<file path="config.mk">
export PLATFORM = sky130hd
export DESIGN_NAME = product_rx
export DESIGN_NICKNAME = d
export VERILOG_FILES = /design/src/rtl/product_rx_pkg.sv /design/src/rtl/rx_sync.sv /design/src/rtl/product_rx.sv
export SDC_FILE = /design/constraint.sdc
export NUM_CORES = 1
export LEC_CHECK = 0
export ABC_CLOCK_PERIOD_IN_PS = 4230
export BUFFER_PORTS_ARGS = -buffer_cell sky130_fd_sc_hd__buf_2
export CORE_UTILIZATION = 52
export DETAILED_ROUTE_END_ITERATION = 7
export PLACE_DENSITY = 0.78
export SKIP_LAST_GASP = 1
export SLEW_MARGIN = 10
export SYNTH_ARGS = -nofsm -noshare
export SYNTH_HDL_FRONTEND = slang
export SYNTH_SLANG_ARGS = --single-unit
</file>
<file path="constraint.sdc">
create_clock -name CLK -period 4.23 [get_ports CLK]
set_input_delay 0.2115 -clock CLK [delete_from_list [all_inputs] [get_ports CLK]]
set_output_delay 0.2115 -clock CLK [all_outputs]
set_load 0.01 [all_outputs]
</file>
<file path="src/rtl/product_rx_pkg.sv">
// Shared types and constants for the product-link serial receiver.
package product_rx_pkg;

    typedef enum logic [2:0] {
        IDLE,
        START,
        DATA,
        PARITY,
        STOP
    } rx_state_t;

    localparam int unsigned DATA_BITS = 8;

    // Width of a counter that must reach clks_per_bit-1.
    function automatic int unsigned cnt_width(input int unsigned clks_per_bit);
        return (clks_per_bit <= 2) ? 1 : $clog2(clks_per_bit);
    endfunction

endpackage

</file>
<file path="src/rtl/rx_sync.sv">
// Two-flop synchronizer for asynchronous inputs, with a selectable reset value.
module rx_sync #(
    parameter int unsigned          WIDTH   = 1,
    parameter logic [WIDTH-1:0]     RST_VAL = '1
) (
    input  logic             i_clk,
    input  logic             i_rst_n,
    input  logic [WIDTH-1:0] i_d,
    output logic [WIDTH-1:0] o_q
);

    logic [WIDTH-1:0] r_meta;
    logic [WIDTH-1:0] r_sync;

    // Two register stages give the first stage a full cycle to settle.
    always_ff @(posedge i_clk or negedge i_rst_n) begin
        if (!i_rst_n) begin
            r_meta <= RST_VAL;
            r_sync <= RST_VAL;
        end else begin
            r_meta <= i_d;
            r_sync <= r_meta;
        end
    end

    assign o_q = r_sync;

endmodule

</file>
<file path="src/rtl/product_rx.sv">
// Oversampling serial receiver for the product link: start bit, 8 data bits
// LSB first, optional even parity, stop bit. Reports each frame with exactly
// one of rx_valid / parity_err / frame_err.
module product_rx
    import product_rx_pkg::*;
#(
    parameter int unsigned CLKS_PER_BIT = 16,
    parameter int unsigned PARITY_EN    = 0
) (
    input  logic       CLK,
    input  logic       rst_n,
    input  logic       rx,
    output logic [7:0] rx_data,
    output logic       rx_valid,
    output logic       frame_err,
    output logic       parity_err,
    output logic       busy
);

    localparam int unsigned     CW        = cnt_width(CLKS_PER_BIT);
    localparam int unsigned     BW        = $clog2(DATA_BITS);
    localparam logic [CW-1:0]   HALF_LAST = CW'(CLKS_PER_BIT / 2 - 1);
    localparam logic [CW-1:0]   BIT_LAST  = CW'(CLKS_PER_BIT - 1);
    localparam logic [BW-1:0]   LAST_BIT  = BW'(DATA_BITS - 1);

    logic                 w_rx_s;
    logic                 w_tick;
    rx_state_t            r_state;
    rx_state_t            w_next_state;
    logic [CW-1:0]        r_cnt;
    logic [BW-1:0]        r_bit_idx;
    logic [DATA_BITS-1:0] r_shift;
    logic                 r_par_err;
    logic [7:0]           r_rx_data;
    logic                 r_valid;
    logic                 r_ferr;
    logic                 r_perr;

    rx_sync #(
        .WIDTH   (1),
        .RST_VAL (1'b1)
    ) u_sync (
        .i_clk   (CLK),
        .i_rst_n (rst_n),
        .i_d     (rx),
        .o_q     (w_rx_s)
    );

    // Sample point: mid start bit in START, end of a full bit period otherwise.
    always_comb begin
        w_tick = 1'b0;
        case (r_state)
            START:               w_tick = (r_cnt == HALF_LAST);
            DATA, PARITY, STOP:  w_tick = (r_cnt == BIT_LAST);
            default:             w_tick = 1'b0;
        endcase
    end

    // State register.
    always_ff @(posedge CLK or negedge rst_n) begin
        if (!rst_n) begin
            r_state <= IDLE;
        end else begin
            r_state <= w_next_state;
        end
    end

    // Next-state decode.
    always_comb begin
        w_next_state = r_state;
        case (r_state)
            IDLE: begin
                if (!w_rx_s) begin
                    w_next_state = START;
                end
            end
            START: begin
                if (w_tick) begin
                    w_next_state = w_rx_s ? IDLE : DATA;
                end
            end
            DATA: begin
                if (w_tick && (r_bit_idx == LAST_BIT)) begin
                    w_next_state = (PARITY_EN != 0) ? PARITY : STOP;
                end
            end
            PARITY: begin
                if (w_tick) begin
                    w_next_state = STOP;
                end
            end
            STOP: begin
                if (w_tick) begin
                    w_next_state = IDLE;
                end
            end
            default: w_next_state = IDLE;
        endcase
    end

    // Bit timing, data capture, parity tracking and registered result strobes.
    always_ff @(posedge CLK or negedge rst_n) begin
        if (!rst_n) begin
            r_cnt     <= '0;
            r_bit_idx <= '0;
            r_shift   <= '0;
            r_par_err <= 1'b0;
            r_rx_data <= '0;
            r_valid   <= 1'b0;
            r_ferr    <= 1'b0;
            r_perr    <= 1'b0;
        end else begin
            r_valid <= 1'b0;
            r_ferr  <= 1'b0;
            r_perr  <= 1'b0;
            case (r_state)
                IDLE: begin
                    r_cnt     <= '0;
                    r_bit_idx <= '0;
                    r_par_err <= 1'b0;
                end
                START: begin
                    r_cnt <= w_tick ? '0 : r_cnt + CW'(1);
                end
                DATA: begin
                    if (w_tick) begin
                        r_cnt     <= '0;
                        r_shift   <= {w_rx_s, r_shift[DATA_BITS-1:1]};
                        r_bit_idx <= r_bit_idx + BW'(1);
                    end else begin
                        r_cnt <= r_cnt + CW'(1);
                    end
                end
                PARITY: begin
                    if (w_tick) begin
                        r_cnt     <= '0;
                        r_par_err <= (w_rx_s != (^r_shift));
                    end else begin
                        r_cnt <= r_cnt + CW'(1);
                    end
                end
                STOP: begin
                    if (w_tick) begin
                        r_cnt <= '0;
                        if (w_rx_s) begin
                            r_rx_data <= r_shift;
                            if (r_par_err) begin
                                r_perr <= 1'b1;
                            end else begin
                                r_valid <= 1'b1;
                            end
                        end else begin
                            r_ferr <= 1'b1;
                        end
                    end else begin
                        r_cnt <= r_cnt + CW'(1);
                    end
                end
                default: r_cnt <= '0;
            endcase
        end
    end

    // Output drive.
    always_comb begin
        busy       = (r_state != IDLE);
        rx_data    = r_rx_data;
        rx_valid   = r_valid;
        frame_err  = r_ferr;
        parity_err = r_perr;
    end

endmodule
</file>
==> results of run 1 <==
## through the flow
| stage | area [sq um] | setup WS [ns] | total power [uW] |
|---|---|---|---|
| finish | 1540 | 2.039 | 676.5 |
| global route | 1540 | 1.854 | 716.8 |
| CTS | 1540 | 2.015 | 680.5 |
| detailed placement | 1461 | 2.046 | 497.6 |
| global placement | 1461 | 2.145 | 487.4 |
| floorplan | 1370 | 2.420 | 461.4 |
## final timing paths
path                               start         end  slack [ns]  cells past startpoint
max                             r_cnt[0]  r_shift[3]        2.04                      5
min                        u_sync.r_meta  u_sync.o_q        0.36                      0
max reg2reg                     r_cnt[0]  r_shift[3]        2.04                      5
min reg2reg                u_sync.r_meta  u_sync.o_q        0.36                      0
max in group asynchronous          rst_n  r_shift[3]        3.33                      2
min in group asynchronous          rst_n  r_state[2]        0.44                      2
## placed cells by master, fill, tap and decap left out, drive strengths merged, types with 2 or more instances in the layout
master	n
o21ai	8
dlygate4sd3	2
dfstp	2
ha	3
or3	2
nor2	9
buf	14
dfrtp	30
mux2	16
xnor2	7
xor2	3
nand3	4
clkbuf	8
and3	3
nand2	8
a21oi	2
## sequential cells by signal, summed over array words and instances (netlist names)
register and cells:
r_par_err 1, r_shift 8, frame_err 1, rx_valid 1, parity_err 1, u_sync.r_meta 1, u_sync.o_q 1, r_state 3
r_bit_idx 3, r_cnt 4, rx_data 8
## power breakdown
group	total, uW	switching (uW)	internal [uW]
combinational	117	63.6	53.0
sequential	378	41.3	336
clock	182	100	82.0
total	676	205	471
## kinds of logic after synthesis
logic type,count (synthesis)
buffers and inverters,5
multiplexers,17
flip-flops,32
adder cells (fa/ha/maj),3
XOR/XNOR,10
AO/OA/AOI/OAI,14
AND/OR/NAND/NOR,30
## layout make-up
class	instances	area [sq um]
clock buffer	8	58.81
fill	211	937.1
tap	30	37.54
multi-input combinational	74	546.8
inverter	1	3.754
sequential	32	803.3
timing repair buffer	16	90.09
## synthesized netlist by cell type, drive strengths merged
cell type / number
dfrtp: 30
mux2: 16
nor2: 9
nand2: 8
o21ai: 8
xnor2: 7
nand3: 4
and3: 3
clkbuf: 3
ha: 3
xor2: 3
a21oi: 2
dfstp: 2
or3: 2
a21o: 1
a22o: 1
buf: 1
inv: 1
mux2i: 1
nor2b: 1
nor3: 1
nor3b: 1
o21a: 1
o311ai: 1
or4b: 1
## metal layers
layer | GRT usage [%] | vias up
li1 | - | 418
met1 | 23.72 | 438
met2 | 30.21 | 24
met3 | 6.897 | 6
met4 | 7.895 | 0
met5 | 0 | -
==> flow_summary.yaml, run 1 <==
placement:
  hpwl_microns: 1574
  dp.cells: 151
  io_buffers: 14
  gp_congestion: 0.7577
floorplanning:
  start_util_pct: 55.30
  pin_count: 15
  die_area_sq_um: 2844
  die_w_microns: 53.33
  core_area_sq_um: 2477
  die_h_microns: 53.33
  row_count: 18
synthesis:
  synth-compound-area-share_pct: 6.027
  synth_top_cell_by_area: "dfrtp_1"
  yosysTopAreaCellShare_pct: 54.79
  synth-xor-area-share_pct: 6.393
  syn_avg_cell_area_sq_um: 12.34
  synth.top_cells.by_area: "dfrtp_1, mux2_2, xnor2_1"
  seq_area_frac_synth_pct: 58.63
  syn-cell-area_sq_um: 1370
  synth_nets: 117
  syn_inst: 111
  yosys.area_share.simple_pct: 10.87
  synth-adder-area-share_pct: 2.740
  ys_warn_count: 0
  synth_cell_type_count: 25
  muxShareOfSynthArea_pct: 13.88
  synth_top_family_by_area: "multiplexers"
  synth-seq-cells: 32
setup_path:
  worst_ep_required_time_ns: 4.44
  crit_fanout: 13
  critPathCaptureType: "flip-flop"
  cp-start-kind: "flip-flop"
  max_stage_delay_ns: 0.70
  crit_type: "flip-flop to flip-flop"
  critPathArrivalTime_ns: 2.40
  path_buf_inv: 0
  worstPathCellList: "ha_1, and3_1, nand2_1, nor2_1, mux2_2"
  path_delay_family: "simple AND/OR/NAND/NOR gates"
  critPathSlowestCell: "nor2_1"
timing:
  hold_viol_final: 0
  max_freq_ghz: 0.4563
  max_slew_margin_pct: 38.49
  final.setup.tns_ns: 0
  rsz0062_at_grt: "false"
  setup_viol: 0
  post-route-period-util_pct: 51.81
  post-route-min-period_ns: 2.191
  worst_pin_slew_ns: 0.9193
  fin_skew_ns: 0.01229
  hold_ws_ns: 0.3611
  slew_violations: 0
detailed_routing:
  dr_wl_met2_microns: 1125
  antenna_left: 0
  initialDrtViolationCount: 13
  route.detailed.drc: 0
  finalWirelength_microns: 2272
  via_per_inst: 5.503
  wl_met3_microns: 116
  highest_layer: "met4"
  wl_per_cell_microns: 14.11
  vias: 886
  dr.pass1.iters: 6
  met1_length_microns: 991
run:
  maxCapViolCount: 0
cells_and_area:
  drive_above_1_share_pct: 29.77
  final_util_pct: 62.17
  fin_cells: 161
  areaGrowthSynthToFinish_pct: 12.42
  diodes: 0
  final_nets: 136
power:
  ir_drop_mv: 0.2840
  power.density_nw_per_um2: 439.2
  p_leak_uw: 0.0007718
cts:
  cts_tree: "built"
  ctsLongestPathBuffers: 2
  path_clk_slew_ns: 0.10
  post_cts_resized: 0
  hold_buffers: 2
  clock_latency_ns: 0.33
  cts-root-buf: "clkbuf_4"
  htree_levels: 2
  clock-sinks: 32
  post_cts_buffers: 0
  cts_buffers: 5
grt:
  grt_use_total_pct: 19.26
  grt-ovfl-total: 0
  grt_pass1_wl_microns: 3726
  antenna_found_initial: 0
  grt_max_degree: 33
  grt_pass1_vias: 826
status:
  status: "complete, no violations"
hold_path:
  hold_class: "flip-flop to flip-flop"
(Power assumes the default switching activity.)
==> run 2, diff against run 1 <==
--- a/config.mk
+++ b/config.mk
@@ -5,11 +5,11 @@
 export SDC_FILE = /design/constraint.sdc
 export NUM_CORES = 1
 export LEC_CHECK = 0
-export ABC_CLOCK_PERIOD_IN_PS = 4230
+export ABC_CLOCK_PERIOD_IN_PS = 1900
 export BUFFER_PORTS_ARGS = -buffer_cell sky130_fd_sc_hd__buf_2
-export CORE_UTILIZATION = 52
+export CORE_UTILIZATION = 51
 export DETAILED_ROUTE_END_ITERATION = 7
-export PLACE_DENSITY = 0.78
+export PLACE_DENSITY = 0.8
 export SKIP_LAST_GASP = 1
 export SLEW_MARGIN = 10
 export SYNTH_ARGS = -nofsm -noshare
==> constraint.sdc (replaced) <==
create_clock -name CLK -period 1.9 [get_ports CLK]
set_input_delay 0.095 -clock CLK [delete_from_list [all_inputs] [get_ports CLK]]
set_output_delay 0.095 -clock CLK [all_outputs]
set_load 0.01 [all_outputs]
==> flow_summary.yaml, run 2 (synthesis gave the netlist of run 1 again) <==
status:
  status: "complete, no violations"
cells_and_area:
  fin_cells: 167
  areaGrowthSynthToFinish_pct: 16.44
  diodes: 0
  final_cell_mix: "dfrtp_1, mux2_2, buf_2"
  final_util_pct: 63.81
  final_common_cell: "dfrtp_1"
  fill_cells: 193
  drive_above_1_share_pct: 34.31
  final_nets: 142
timing:
  max_freq_ghz: 0.5456
  rsz0062_at_grt: "false"
  slew_violations: 0
  post-route-min-period_ns: 1.833
  setup_viol: 0
  max_slew_margin_pct: 52.99
  hold_viol_final: 0
  post-route-period-util_pct: 96.47
  worst_pin_slew_ns: 0.7052
  final.setup.tns_ns: 0
  fin_skew_ns: 0.01297
grt:
  grt-ovfl-total: 0
  antenna_found_initial: 0
  grt_pass1_wl_microns: 3726
  grt_pass1_vias: 846
  grt_use_total_pct: 18.86
  grt_max_degree: 33
setup_path:
  crit_fanout: 6
  critPathCaptureType: "flip-flop"
  critPathArrivalTime_ns: 2.09
  crit_type: "flip-flop to flip-flop"
  cp-start-kind: "flip-flop"
  worst_ep_required_time_ns: 2.15
floorplanning:
  row_count: 18
  die_w_microns: 53.83
  die_h_microns: 53.83
  start_util_pct: 54.80
  die_area_sq_um: 2898
  core_area_sq_um: 2500
  pin_count: 15
detailed_routing:
  initialDrtViolationCount: 10
  dr.pass1.iters: 4
  vias: 876
  route.detailed.drc: 0
  wl_per_cell_microns: 13.14
  antenna_left: 0
  via_per_inst: 5.246
  finalWirelength_microns: 2194
cts:
  cts_tree: "built"
  clock_latency_ns: 0.32
  cts-root-buf: "clkbuf_4"
  ctsLongestPathBuffers: 2
  clock-sinks: 32
  path_clk_slew_ns: 0.10
  htree_levels: 2
  cts_buffers: 5
placement:
  gp_congestion: 0.7845
  hpwl_microns: 1491
  dp.cells: 155
  io_buffers: 14
hold_path:
  hold_class: "primary input to async pin"
power:
  ir_drop_mv: 0.7079
  p_leak_uw: 0.0008045
  power.density_nw_per_um2: 963.2
run:
  maxCapViolCount: 0
[run 2: changes by cell type in the layout (fill, tap and decap cells not counted), sizes merged]
cell  previous run  this run
buf             14        20
[run 2: per-stage QoR]
stage	area (sq um)	power [uW]	setup WS [ns]	hold slack, ns
floorplan	1370	1027	0.08999	-0.2006
global placement	1491	1097	0.09623	0.1694
detailed placement	1491	1121	0.002075	0.1828
CTS	1579	1536	0.02362	0.3606
global route	1595	1626	0.01579	0.3687
finish	1595	1537	0.06709	0.3446
[run 2: layer usage]
layer  GRT usage (%)  routed length (microns)  vias to the layer above
met5               0                        0                        -
met4           9.211                       31                        0
met3           5.085                      100                        4
met2           30.25                     1045                       20
met1           23.35                     1017                      418
li1                -                        -                      434
[run 2: layout make-up]
type	instances	area (sq um)	share of cell area, %
Tap cell	30	37.54	2.353
Inverter	1	3.754	0.2353
Timing Repair Buffer	22	135.1	8.471
Multi-Input combinational cell	74	555.5	34.82
Sequential cell	32	804.5	50.43
Clock buffer	8	58.81	3.686
[run 2: worst max-delay path, stage by stage (launching register included)]
cell and delay, ns:
dfrtp_2 0.47, nor2b_2 0.19, or3_1 0.30, a21o_1 0.17
or4b_1 0.47, a21oi_1 0.16
[run 2: final timing paths]
check / start / endpoint / slack, ns / cells after the start
min: rst_n / r_cnt[3] / 0.34 / 2
min in group CLK: u_sync.r_meta / u_sync.o_q / 0.36 / 0
max reg2reg: r_state[1] / r_state[1] / 0.07 / 5
min reg2reg: u_sync.r_meta / u_sync.o_q / 0.36 / 0
max in group asynchronous: rst_n / r_state[1] / 1.07 / 2
max: r_state[1] / r_state[1] / 0.07 / 5
[run 2: what timing repair did]
action | 4_1_cts | 5_1_grt
setup endpoints to repair | 1 | 1
hold buffers | 2 | 0
gates resized for setup | 1 | 2
endpoints found under the hold margin | 31 | 0
setup buffers | 1 | 1
pin swaps | 0 | 1
[run 2: report_power, final]
| part | internal, uW | total, uW | switching (uW) |
|---|---|---|---|
| sequential | 751 | 821 | 69.5 |
| clock | 183 | 397 | 214 |
| combinational | 151 | 319 | 168 |
| total | 1080 | 1540 | 452 |
==> run 3, diff against run 2 <==
--- a/config.mk
+++ b/config.mk
@@ -8,8 +8,10 @@
 export ABC_CLOCK_PERIOD_IN_PS = 1900
 export BUFFER_PORTS_ARGS = -buffer_cell sky130_fd_sc_hd__buf_2
 export CORE_UTILIZATION = 51
+export CTS_CLUSTER_DIAMETER = 100
 export DETAILED_ROUTE_END_ITERATION = 7
 export PLACE_DENSITY = 0.8
+export SETUP_SLACK_MARGIN = 0.2
 export SKIP_LAST_GASP = 1
 export SLEW_MARGIN = 10
 export SYNTH_ARGS = -nofsm -noshare
==> flow_summary.yaml, run 3 (synthesis gave the netlist of run 1 again) <==
detailed_routing:
  antenna_left: 0
  wl_per_cell_microns: 14.91
  route.detailed.drc: 0
  vias: 944
  finalWirelength_microns: 2579
  via_per_inst: 5.457
  initialDrtViolationCount: 7
  dr.pass1.iters: 5
cells_and_area:
  diodes: 0
  drive_above_1_share_pct: 41.96
  areaGrowthSynthToFinish_pct: 22.47
  final_cell_mix: "dfrtp_1, mux2_2, buf_2"
  final_util_pct: 67.12
  final_nets: 148
  final_common_cell: "dfrtp_1"
  fin_cells: 173
power:
  power_frac_seq_pct: 49.4
  clock_power_share_pct: 26.6
  finalPower_uw: 1665
  power_switching_uw: 502.2
  p_int_uw: 1162
  power.density_nw_per_um2: 992.1
  p_comb_share_pct: 24.0
  switching_share_pct: 30.17
  p_leak_uw: 0.0008470
  ir_drop_mv: 0.8001
cts:
  cts_tree: "built"
  ctsLongestPathBuffers: 2
  cts-root-buf: "clkbuf_4"
  cts_buffers: 5
  clock-sinks: 32
  path_clk_slew_ns: 0.09
  clock_latency_ns: 0.33
  htree_levels: 2
floorplanning:
  row_count: 18
  die_w_microns: 53.83
  die_area_sq_um: 2898
  core_area_sq_um: 2500
  pin_count: 15
  die_h_microns: 53.83
  start_util_pct: 54.80
placement:
  io_buffers: 14
  hpwl_microns: 1640
  gp_congestion: 0.8325
  dp.cells: 155
setup_path:
  reg2reg_to: "r_state[1]"
  critPathArrivalTime_ns: 2.06
  crit_type: "flip-flop to flip-flop"
  r2r_cells: 5
  crit_fanout: 4
  worst_ep_required_time_ns: 2.16
  rrSetupSlack_ns: 0.1
  r2r_start: "r_state[2]"
  critPathCaptureType: "flip-flop"
  crit_start: "r_state[2]"
  critPathCapture: "r_state[1]"
  cp-start-kind: "flip-flop"
grt:
  grt_max_degree: 33
  grt_pass1_wl_microns: 4057
  grt_pass1_vias: 903
  grt-ovfl-total: 0
  antenna_found_initial: 0
  grt_use_total_pct: 21.24
status:
  status: "complete, no violations"
timing:
  final.setup.tns_ns: 0
  max_slew_margin_pct: 54.85
  rsz0062_at_grt: "true"
  post-route-period-util_pct: 94.81
  hold_viol_final: 0
  post-route-min-period_ns: 1.801
  worst_pin_slew_ns: 0.6773
  setup_viol: 0
  fin_skew_ns: 0.004117
  max_freq_ghz: 0.5551
  slew_violations: 0
hold_path:
  hold_class: "primary input to async pin"
run:
  maxCapViolCount: 0
[run 3: cell type report]
class	count	area, sq um
clock buffers	8	68.82
fillers	195	822.0
inverters	1	3.754
multi-input cells	74	579.3
flip-flops and latches	32	804.5
well taps	30	37.54
repair buffers	28	183.9
[run 3: power groups by stage]
stage / Sequential (uW) / Combinational [uW] / Clock, uW
after floorplan: 820 / 218 / 0
after global placement: 830 / 274 / 0
after detailed placement: 838 / 301 / 0
after CTS: 818 / 366 / 457
after global routing: 830 / 440 / 480
final: 822 / 400 / 443
[run 3: worst min path at each step]
stage                     cells past startpoint      endpoint  slack, ns     startpoint
final                                         2  r_bit_idx[2]       0.32          rst_n
after global routing                          0    u_sync.o_q       0.37  u_sync.r_meta
after CTS                                     2    rx_data[0]       0.34          rst_n
after detailed placement                      1      r_cnt[2]       0.18          rst_n
after global placement                        1      r_cnt[2]       0.17          rst_n
after floorplan                               0     frame_err      -0.20          rst_n
[run 3: repair_timing]
item,4_1_cts,5_1_grt
setup endpoints to repair,5,18
hold buffers,2,0
setup buffers,4,4
cloned,0,0
gates resized for setup,7,2
endpoints found under the hold margin,31,0
pin swaps,1,3
[run 3: layer usage]
metal | track usage, % | up-vias | share of wire, %
met5 | 0 | - | 0
met4 | 12.72 | 0 | 3.3
met3 | 9.605 | 11 | 6.1
met2 | 33.74 | 28 | 50
met1 | 23.05 | 454 | 40
li1 | - | 451 | -
[run 3: metrics by stage]
stage / setup slack [ns] / cell area (sq um) / hold slack, ns
after global routing: 0.05579 / 1678 / 0.3703
final: 0.09854 / 1678 / 0.3211
after floorplan: 0.1351 / 1383 / -0.2006
after global placement: 0.1109 / 1500 / 0.1665
after detailed placement: -0.04669 / 1500 / 0.1767
after CTS: 0.09717 / 1642 / 0.3399
[run 3: critical path, stage by stage, from the launching register on]
cell and delay, ns:
dfrtp_1 0.40, nor3b_4 0.17, or3_1 0.34, a21o_1 0.18, or4b_4 0.49, a21oi_2 0.15
